$ cat src/rtl/sam6883_if.sv
// CPU/VDG-side signal bundle for the sam6883 address multiplexer.
// master drives CPU and VDG inputs; slave is the SAM itself.
interface sam6883_if #(
    parameter int RAM_AW = 16
);
    logic [15:0]       cpu_addr;
    logic              cpu_rw;
    logic              da0;
    logic              hs_n;
    logic              fs_n;
    logic              E;
    logic              Q;
    logic              vclk;
    logic [2:0]        S;
    logic [RAM_AW-1:0] z_cpu;
    logic [RAM_AW-1:0] vaddr;
    logic [2:0]        v_mode;

    modport master (
        output cpu_addr, cpu_rw, da0, hs_n, fs_n,
        input  E, Q, vclk, S, z_cpu, vaddr, v_mode
    );

    modport slave (
        input  cpu_addr, cpu_rw, da0, hs_n, fs_n,
        output E, Q, vclk, S, z_cpu, vaddr, v_mode
    );
endinterface

$ cat src/rtl/sam6883.sv
// MC6883-style SAM: E/Q clock pair, 74138 select code, control register,
// CPU address mapping and VDG video address counter.
module sam6883 #(
    parameter int RAM_AW  = 16,
    parameter int CLK_DIV = 14
) (
    input  logic      clk,
    input  logic      reset,
    sam6883_if.slave  bus
);
    localparam int QW = $clog2(CLK_DIV);
    localparam logic [QW-1:0] QSLOW = QW'(CLK_DIV - 1);
    localparam logic [QW-1:0] QFAST = QW'(CLK_DIV / 2 - 1);

    typedef enum logic [1:0] {PH0 = 2'd0, PH1 = 2'd1, PH2 = 2'd2, PH3 = 2'd3} phase_e;

    phase_e            phase_q, phase_d;
    logic [QW-1:0]     qcnt_q, qcnt_d;
    logic              fast_q, fast_d, fast_eval;
    logic              cycle_start, quarter_end, commit;
    logic [15:0]       ctrl_q, ctrl_d;
    logic [2:0]        sync1_q, sync2_q, sync3_q, fall;
    logic [RAM_AW-1:0] b_q, b_d, row_q, row_d, mask, zraw;
    logic [3:0]        lc_q, lc_d, ydiv;
    logic [1:0]        xc_q, xc_d, xdiv;
    logic [2:0]        s_code;

    logic [2:0] v;
    logic [6:0] f;
    logic       p, ty;
    logic [1:0] r, m;

    always_comb begin
        v  = ctrl_q[2:0];
        f  = ctrl_q[9:3];
        p  = ctrl_q[10];
        r  = ctrl_q[12:11];
        m  = ctrl_q[14:13];
        ty = ctrl_q[15];
    end

    always_comb begin
        s_code = 3'd0;
        if (bus.cpu_addr[15:8] == 8'hFF) begin
            case (bus.cpu_addr[7:5])
                3'd0:    s_code = 3'd4;
                3'd1:    s_code = 3'd5;
                3'd2:    s_code = 3'd6;
                3'd7:    s_code = 3'd2;
                default: s_code = 3'd7;
            endcase
        end else if (!ty && bus.cpu_addr[15]) begin
            case (bus.cpu_addr[14:13])
                2'b00:   s_code = 3'd1;
                2'b01:   s_code = 3'd2;
                default: s_code = 3'd3;
            endcase
        end
    end

    always_comb begin
        case (m)
            2'b00:   mask = RAM_AW'(16'h0FFF);
            2'b01:   mask = RAM_AW'(16'h3FFF);
            default: mask = '1;
        endcase
        if (!ty && m[1] && !bus.cpu_addr[15])
            zraw = RAM_AW'({p, bus.cpu_addr[14:0]});
        else
            zraw = bus.cpu_addr[RAM_AW-1:0];
    end

    // Rate is re-evaluated only at the first clk of phase 0 and held for the E cycle.
    always_comb begin
        case (r)
            2'b00:   fast_eval = 1'b0;
            2'b01:   fast_eval = (s_code != 3'd0) && (s_code <= 3'd3);
            default: fast_eval = 1'b1;
        endcase
        cycle_start = (phase_q == PH0) && (qcnt_q == '0);
        fast_d      = cycle_start ? fast_eval : fast_q;
        quarter_end = (qcnt_q == (fast_d ? QFAST : QSLOW));
        commit      = quarter_end && (phase_q == PH3);
        phase_d     = phase_q;
        qcnt_d      = qcnt_q + 1'b1;
        if (quarter_end) begin
            qcnt_d = '0;
            case (phase_q)
                PH0:     phase_d = PH1;
                PH1:     phase_d = PH2;
                PH2:     phase_d = PH3;
                default: phase_d = PH0;
            endcase
        end
    end

    always_comb begin
        ctrl_d = ctrl_q;
        if (commit && !bus.cpu_rw && bus.cpu_addr[15:5] == 11'h7FE)
            ctrl_d[bus.cpu_addr[4:1]] = bus.cpu_addr[0];
    end

    always_comb begin
        case (v)
            3'b000:  begin xdiv = 2'd1; ydiv = 4'd12; end
            3'b001:  begin xdiv = 2'd3; ydiv = 4'd1;  end
            3'b010:  begin xdiv = 2'd1; ydiv = 4'd3;  end
            3'b011:  begin xdiv = 2'd2; ydiv = 4'd1;  end
            3'b100:  begin xdiv = 2'd1; ydiv = 4'd2;  end
            default: begin xdiv = 2'd1; ydiv = 4'd1;  end
        endcase
    end

    // Only the highest-priority edge acts: fs_n, then hs_n, then da0.
    always_comb begin
        fall  = sync3_q & ~sync2_q;
        b_d   = b_q;
        row_d = row_q;
        lc_d  = lc_q;
        xc_d  = xc_q;
        if (fall[2]) begin
            b_d   = RAM_AW'({f, 9'b0});
            row_d = RAM_AW'({f, 9'b0});
            lc_d  = '0;
            xc_d  = '0;
        end else if (fall[1]) begin
            xc_d = '0;
            if (lc_q == ydiv - 4'd1) begin
                lc_d  = '0;
                row_d = b_q;
            end else begin
                lc_d = lc_q + 4'd1;
                b_d  = row_q;
            end
        end else if (fall[0]) begin
            if (xc_q == xdiv - 2'd1) begin
                xc_d = '0;
                b_d  = b_q + 1'b1;
            end else begin
                xc_d = xc_q + 2'd1;
            end
        end
    end

    always_ff @(posedge clk) begin
        if (reset) begin
            phase_q <= PH0;
            qcnt_q  <= '0;
            fast_q  <= 1'b0;
            ctrl_q  <= '0;
            sync1_q <= 3'b110;
            sync2_q <= 3'b110;
            sync3_q <= 3'b110;
            b_q     <= '0;
            row_q   <= '0;
            lc_q    <= '0;
            xc_q    <= '0;
        end else begin
            phase_q <= phase_d;
            qcnt_q  <= qcnt_d;
            fast_q  <= fast_d;
            ctrl_q  <= ctrl_d;
            sync1_q <= {bus.fs_n, bus.hs_n, bus.da0};
            sync2_q <= sync1_q;
            sync3_q <= sync2_q;
            b_q     <= b_d;
            row_q   <= row_d;
            lc_q    <= lc_d;
            xc_q    <= xc_d;
        end
    end

    always_comb begin
        bus.E      = (phase_q == PH2) || (phase_q == PH3);
        bus.Q      = (phase_q == PH1) || (phase_q == PH2);
        bus.vclk   = cycle_start && !reset;
        bus.S      = s_code;
        bus.z_cpu  = zraw & mask;
        bus.vaddr  = b_q & mask;
        bus.v_mode = v;
    end
endmodule

$ cat src/flat_wrapper.sv
// flat-port wrapper written by rule: the top's interface ports become plain ports
module sam6883_flat 
#(
    parameter int RAM_AW  = 16,
    parameter int CLK_DIV = 14
)
  (clk, reset, bus_cpu_addr, bus_cpu_rw, bus_da0, bus_hs_n, bus_fs_n, bus_E, bus_Q, bus_vclk, bus_S, bus_z_cpu, bus_vaddr, bus_v_mode);
  sam6883_if #(.RAM_AW(RAM_AW)) bus_i ();
  input  logic clk;
  input  logic reset;
  input wire logic [$bits(bus_i.cpu_addr)-1:0] bus_cpu_addr;
  input wire logic [$bits(bus_i.cpu_rw)-1:0] bus_cpu_rw;
  input wire logic [$bits(bus_i.da0)-1:0] bus_da0;
  input wire logic [$bits(bus_i.hs_n)-1:0] bus_hs_n;
  input wire logic [$bits(bus_i.fs_n)-1:0] bus_fs_n;
  output wire logic [$bits(bus_i.E)-1:0] bus_E;
  output wire logic [$bits(bus_i.Q)-1:0] bus_Q;
  output wire logic [$bits(bus_i.vclk)-1:0] bus_vclk;
  output wire logic [$bits(bus_i.S)-1:0] bus_S;
  output wire logic [$bits(bus_i.z_cpu)-1:0] bus_z_cpu;
  output wire logic [$bits(bus_i.vaddr)-1:0] bus_vaddr;
  output wire logic [$bits(bus_i.v_mode)-1:0] bus_v_mode;
  assign bus_i.cpu_addr = bus_cpu_addr;
  assign bus_i.cpu_rw = bus_cpu_rw;
  assign bus_i.da0 = bus_da0;
  assign bus_i.hs_n = bus_hs_n;
  assign bus_i.fs_n = bus_fs_n;
  assign bus_E = bus_i.E;
  assign bus_Q = bus_i.Q;
  assign bus_vclk = bus_i.vclk;
  assign bus_S = bus_i.S;
  assign bus_z_cpu = bus_i.z_cpu;
  assign bus_vaddr = bus_i.vaddr;
  assign bus_v_mode = bus_i.v_mode;
  sam6883 #(.RAM_AW(RAM_AW), .CLK_DIV(CLK_DIV)) u_core (.clk(clk), .reset(reset), .bus(bus_i));
endmodule
$ cat config.mk
export PLATFORM = sky130hd
export DESIGN_NAME = sam6883_flat
export DESIGN_NICKNAME = d
export VERILOG_FILES = /design/src/rtl/sam6883_if.sv /design/src/rtl/sam6883.sv /design/src/flat_wrapper.sv
export SDC_FILE = /design/constraint.sdc
export NUM_CORES = 1
export LEC_CHECK = 0
export BUFFER_PORTS_ARGS = -buffer_cell sky130_fd_sc_hd__buf_2
export CORE_ASPECT_RATIO = 0.8
export CORE_MARGIN = 3
export CORE_UTILIZATION = 23
export CTS_CLUSTER_SIZE = 12
export DETAILED_ROUTE_END_ITERATION = 7
export GPL_TIMING_DRIVEN = 0
export PLACE_DENSITY = 0.49
export SYNTH_ARGS = -nofsm -noshare
export SYNTH_HDL_FRONTEND = slang
export SYNTH_SLANG_ARGS = --single-unit
$ cat constraint.sdc
create_clock -name clk -period 3.8 [get_ports clk]
set_clock_uncertainty 0.2 [all_clocks]
set_input_delay 0.19 -clock clk [delete_from_list [all_inputs] [get_ports clk]]
set_output_delay 0.19 -clock clk [all_outputs]
set_load 0.02 [all_outputs]
==> metrics.txt <==
worst rel slew slack=43.0%; Root Buffer Master=clkbuf_16; Die Width=150 µm; fill count=1722; core outline area=0.0160 mm²; Synth Area in Simple Gates=25.5%; Final HPWL DP=7880 µm; Synth area leaders=dfxtp_1 (37%), buf_4 (5.5%), nor2_1 (4.9%), mux2i_1 (4.2%), a21oi_1 (4.1%); register area share after synthesis=36.7%; Worst-Skew Late Latency=330 ps; clock sink total=70; Starting DRT DRC Count=194; reg2reg path depth=10; Critical Path Start=u_core.ctrl_q[1]; Syn Std Cell Area=0.00382 mm²; peak supply drop=0.000232 V; Final min period=2770 ps; ANT cells=0; total wire length=10600 µm; Setup-failing EPs final=0; Pre-Repair DR Iteration Count=5; CTS resizes=0; CP max FO=8; Power, Total=1.77 mW; post-synthesis xor/xnor area fraction=1.83%; Die Footprint=0.0182 mm²; grt ovf=0; Setup CP Type=reg2reg; clk buf depth=2; vias in the first global route=3366; main flop type after synthesis=dfxtp_1; Synth top area share=36.7%; area of the multi-input gates=0.00210 mm²; cell with the most instances after synthesis=dfxtp_1; Worst Path Arrival=2790 ps; post-synth net total=479; Sequential Area=0.00140 mm²; number of synthesis warnings=0; TritonCTS clock tree=done; syn_area_per_cell=8.50 µm²; startpoint type of the worst setup path=flop; Max Fclk=361 MHz; post-synthesis compound-gate area fraction=19.3%; critical path required time=3820 ps; routed via count=3445; hold slack=132 ps; EDFF count, synth=0; Final Util=29.7%; cell taking the most area after synthesis=dfxtp_1; Worst-path clk slew=60 ps; Initial Util=23.9%; H-tree depth=3; gpl congestion=0.788; WL/cell=14.1 µm; fin crit share=72.8%; Hold Path Depth=4; Final Hold Fails=0; Final Slew Violations=0; PortBufs=62; status=finished clean; Setup TNS=0 ps; Cells after Synth=449; synth unique cells=62; Vias/cell=4.61; Seq cells post-synth=70; Die Y=121 µm; P&R area growth vs syn=24.4%; largest family of logic cells by synthesized area=simple AND/OR/NAND/NOR gates; GRT Total Usage=12.0%; antenna violations before repair=0; share of cells above drive strength 1=25.8%; pwr dens=373 mW/mm²; CP endpoint kind=flop; Synth top cells by count=dfxtp_1 (70), nor2_1 (50), nand2_1 (33); DRC viols=0; global-route wire length before repair=17500 µm; r2r startpoint=u_core.ctrl_q[1]; unrepaired setup endpoints after global routing=no; worst hold start=bus_cpu_addr[2]; largest net degree at the start of global routing=12; maxcap violations=0; antenna-violating nets left=0; total CTS buffers=9; Least-Margin Pin Slew=852 ps; I/O Pins=63; FFs w/ async S/R, synth=0%; worst min path class=in2reg; Synth Area in Adders=2.62%; P_leak=1.92 nW; Cell Rows=41; mux share of post-synthesis cell area=5.77%; Post-layout nets=557
layer usage:
metal  track usage, %  vias to the layer above  share of wire (%)
met3             1.53                       11                3.3
met2             18.6                       61                 45
met4             4.23                        0                1.5
met1             17.1                     1623                 50
li1                 -                     1750                  -
met5                0                        -                  0
power by group:
group          switching, mW  total [mW]  internal [mW]
clock network          0.314       0.858          0.544
logic                 0.0944       0.155         0.0602
registers             0.0124       0.759          0.746
final timing paths:
| kind | endpoint | slack [ps] |
|---|---|---|
| max | u_core.b_q[12] | 1030 |
| min | u_core.ctrl_q[4] | 130 |
| max reg2reg | u_core.b_q[12] | 1030 |
| min reg2reg | u_core.sync2_q[1] | 210 |
cells by family (layout without fill, tap and decap cells):
family                   Yosys count  count (layout)
AO/OA/AOI/OAI                    108             108
XOR/XNOR                           8               8
adder cells (fa/ha/maj)            8               8
buffers and inverters             51             134
flip-flops                        70              70
multiplexers                      21              21
AND/OR/NAND/NOR                  183             183
flip-flops by register name, summed over array words and instances (netlist names):
signal          count
u_core.lc_q         4
u_core.sync3_q      3
u_core.fast_q       1
u_core.sync2_q      3
u_core.phase_q      2
u_core.row_q       16
u_core.ctrl_q      16
u_core.sync1_q      3
u_core.qcnt_q       4
u_core.xc_q         2
u_core.b_q         16
layout make-up:
class | count | area share, %
clock inverter | 3 | 0.895
inverter | 7 | 0.553
tap | 215 | 5.66
multi-input combinational | 328 | 44.2
clock buffer | 13 | 5.48
timing repair buffer | 67 | 7.58
buffer | 44 | 6.14
sequential | 70 | 29.5
cells in the final DEF, fill, tap and decap left out, types with 3 or more instances in the layout:
master	netlist	routed
and2_1	7	7
inv_1	7	7
nand4b_1	3	3
nand4_1	8	8
a211oi_1	10	10
nand2b_1	7	7
a22o_1	3	3
a22oi_1	4	4
ha_1	8	8
clkbuf_16	0	9
mux2i_1	16	16
buf_4	28	28
o21ai_0	24	24
or3_1	3	3
nor3_1	10	10
nand3b_1	3	3
nand3_1	17	17
mux2_2	4	4
nand2_1	33	33
nor2b_1	12	12
a21oi_1	31	31
dfxtp_1	70	70
dlygate4sd3_1	0	5
and3_1	6	6
nor2_1	50	50
nor3_2	4	4
buf_2	2	64
or2_2	8	8
a31oi_1	4	4
clkbuf_1	10	12
xnor2_1	3	3
o21a_1	3	3
xor2_1	5	5
a221oi_1	8	8
repair_timing:
item,CTS,global route
hold endpoints to repair,6,0
hold buffers,5,0
buffers inserted,0,0
worst max-delay path, stage by stage, from the launching register on:
cell,delay [ps]
dfxtp_1,340
buf_6,150
xor2_1,140
nand2b_1,70
ha_1,190
xor2_1,160
and3_4,200
o21a_4,250
nor3_2,450
a221oi_1,180
a211oi_1,310
metrics by stage:
stage          setup slack, ps  instances  cell area (µm²)
5_1_grt                    832        747             4750
6_report                  1030        747             4750
2_1_floorplan             1420        449             3820
4_1_cts                   1080        747             4750
3_3_place_gp              1160        726             4400
3_5_place_dp              1090        726             4400
(Power assumes the default switching activity.)
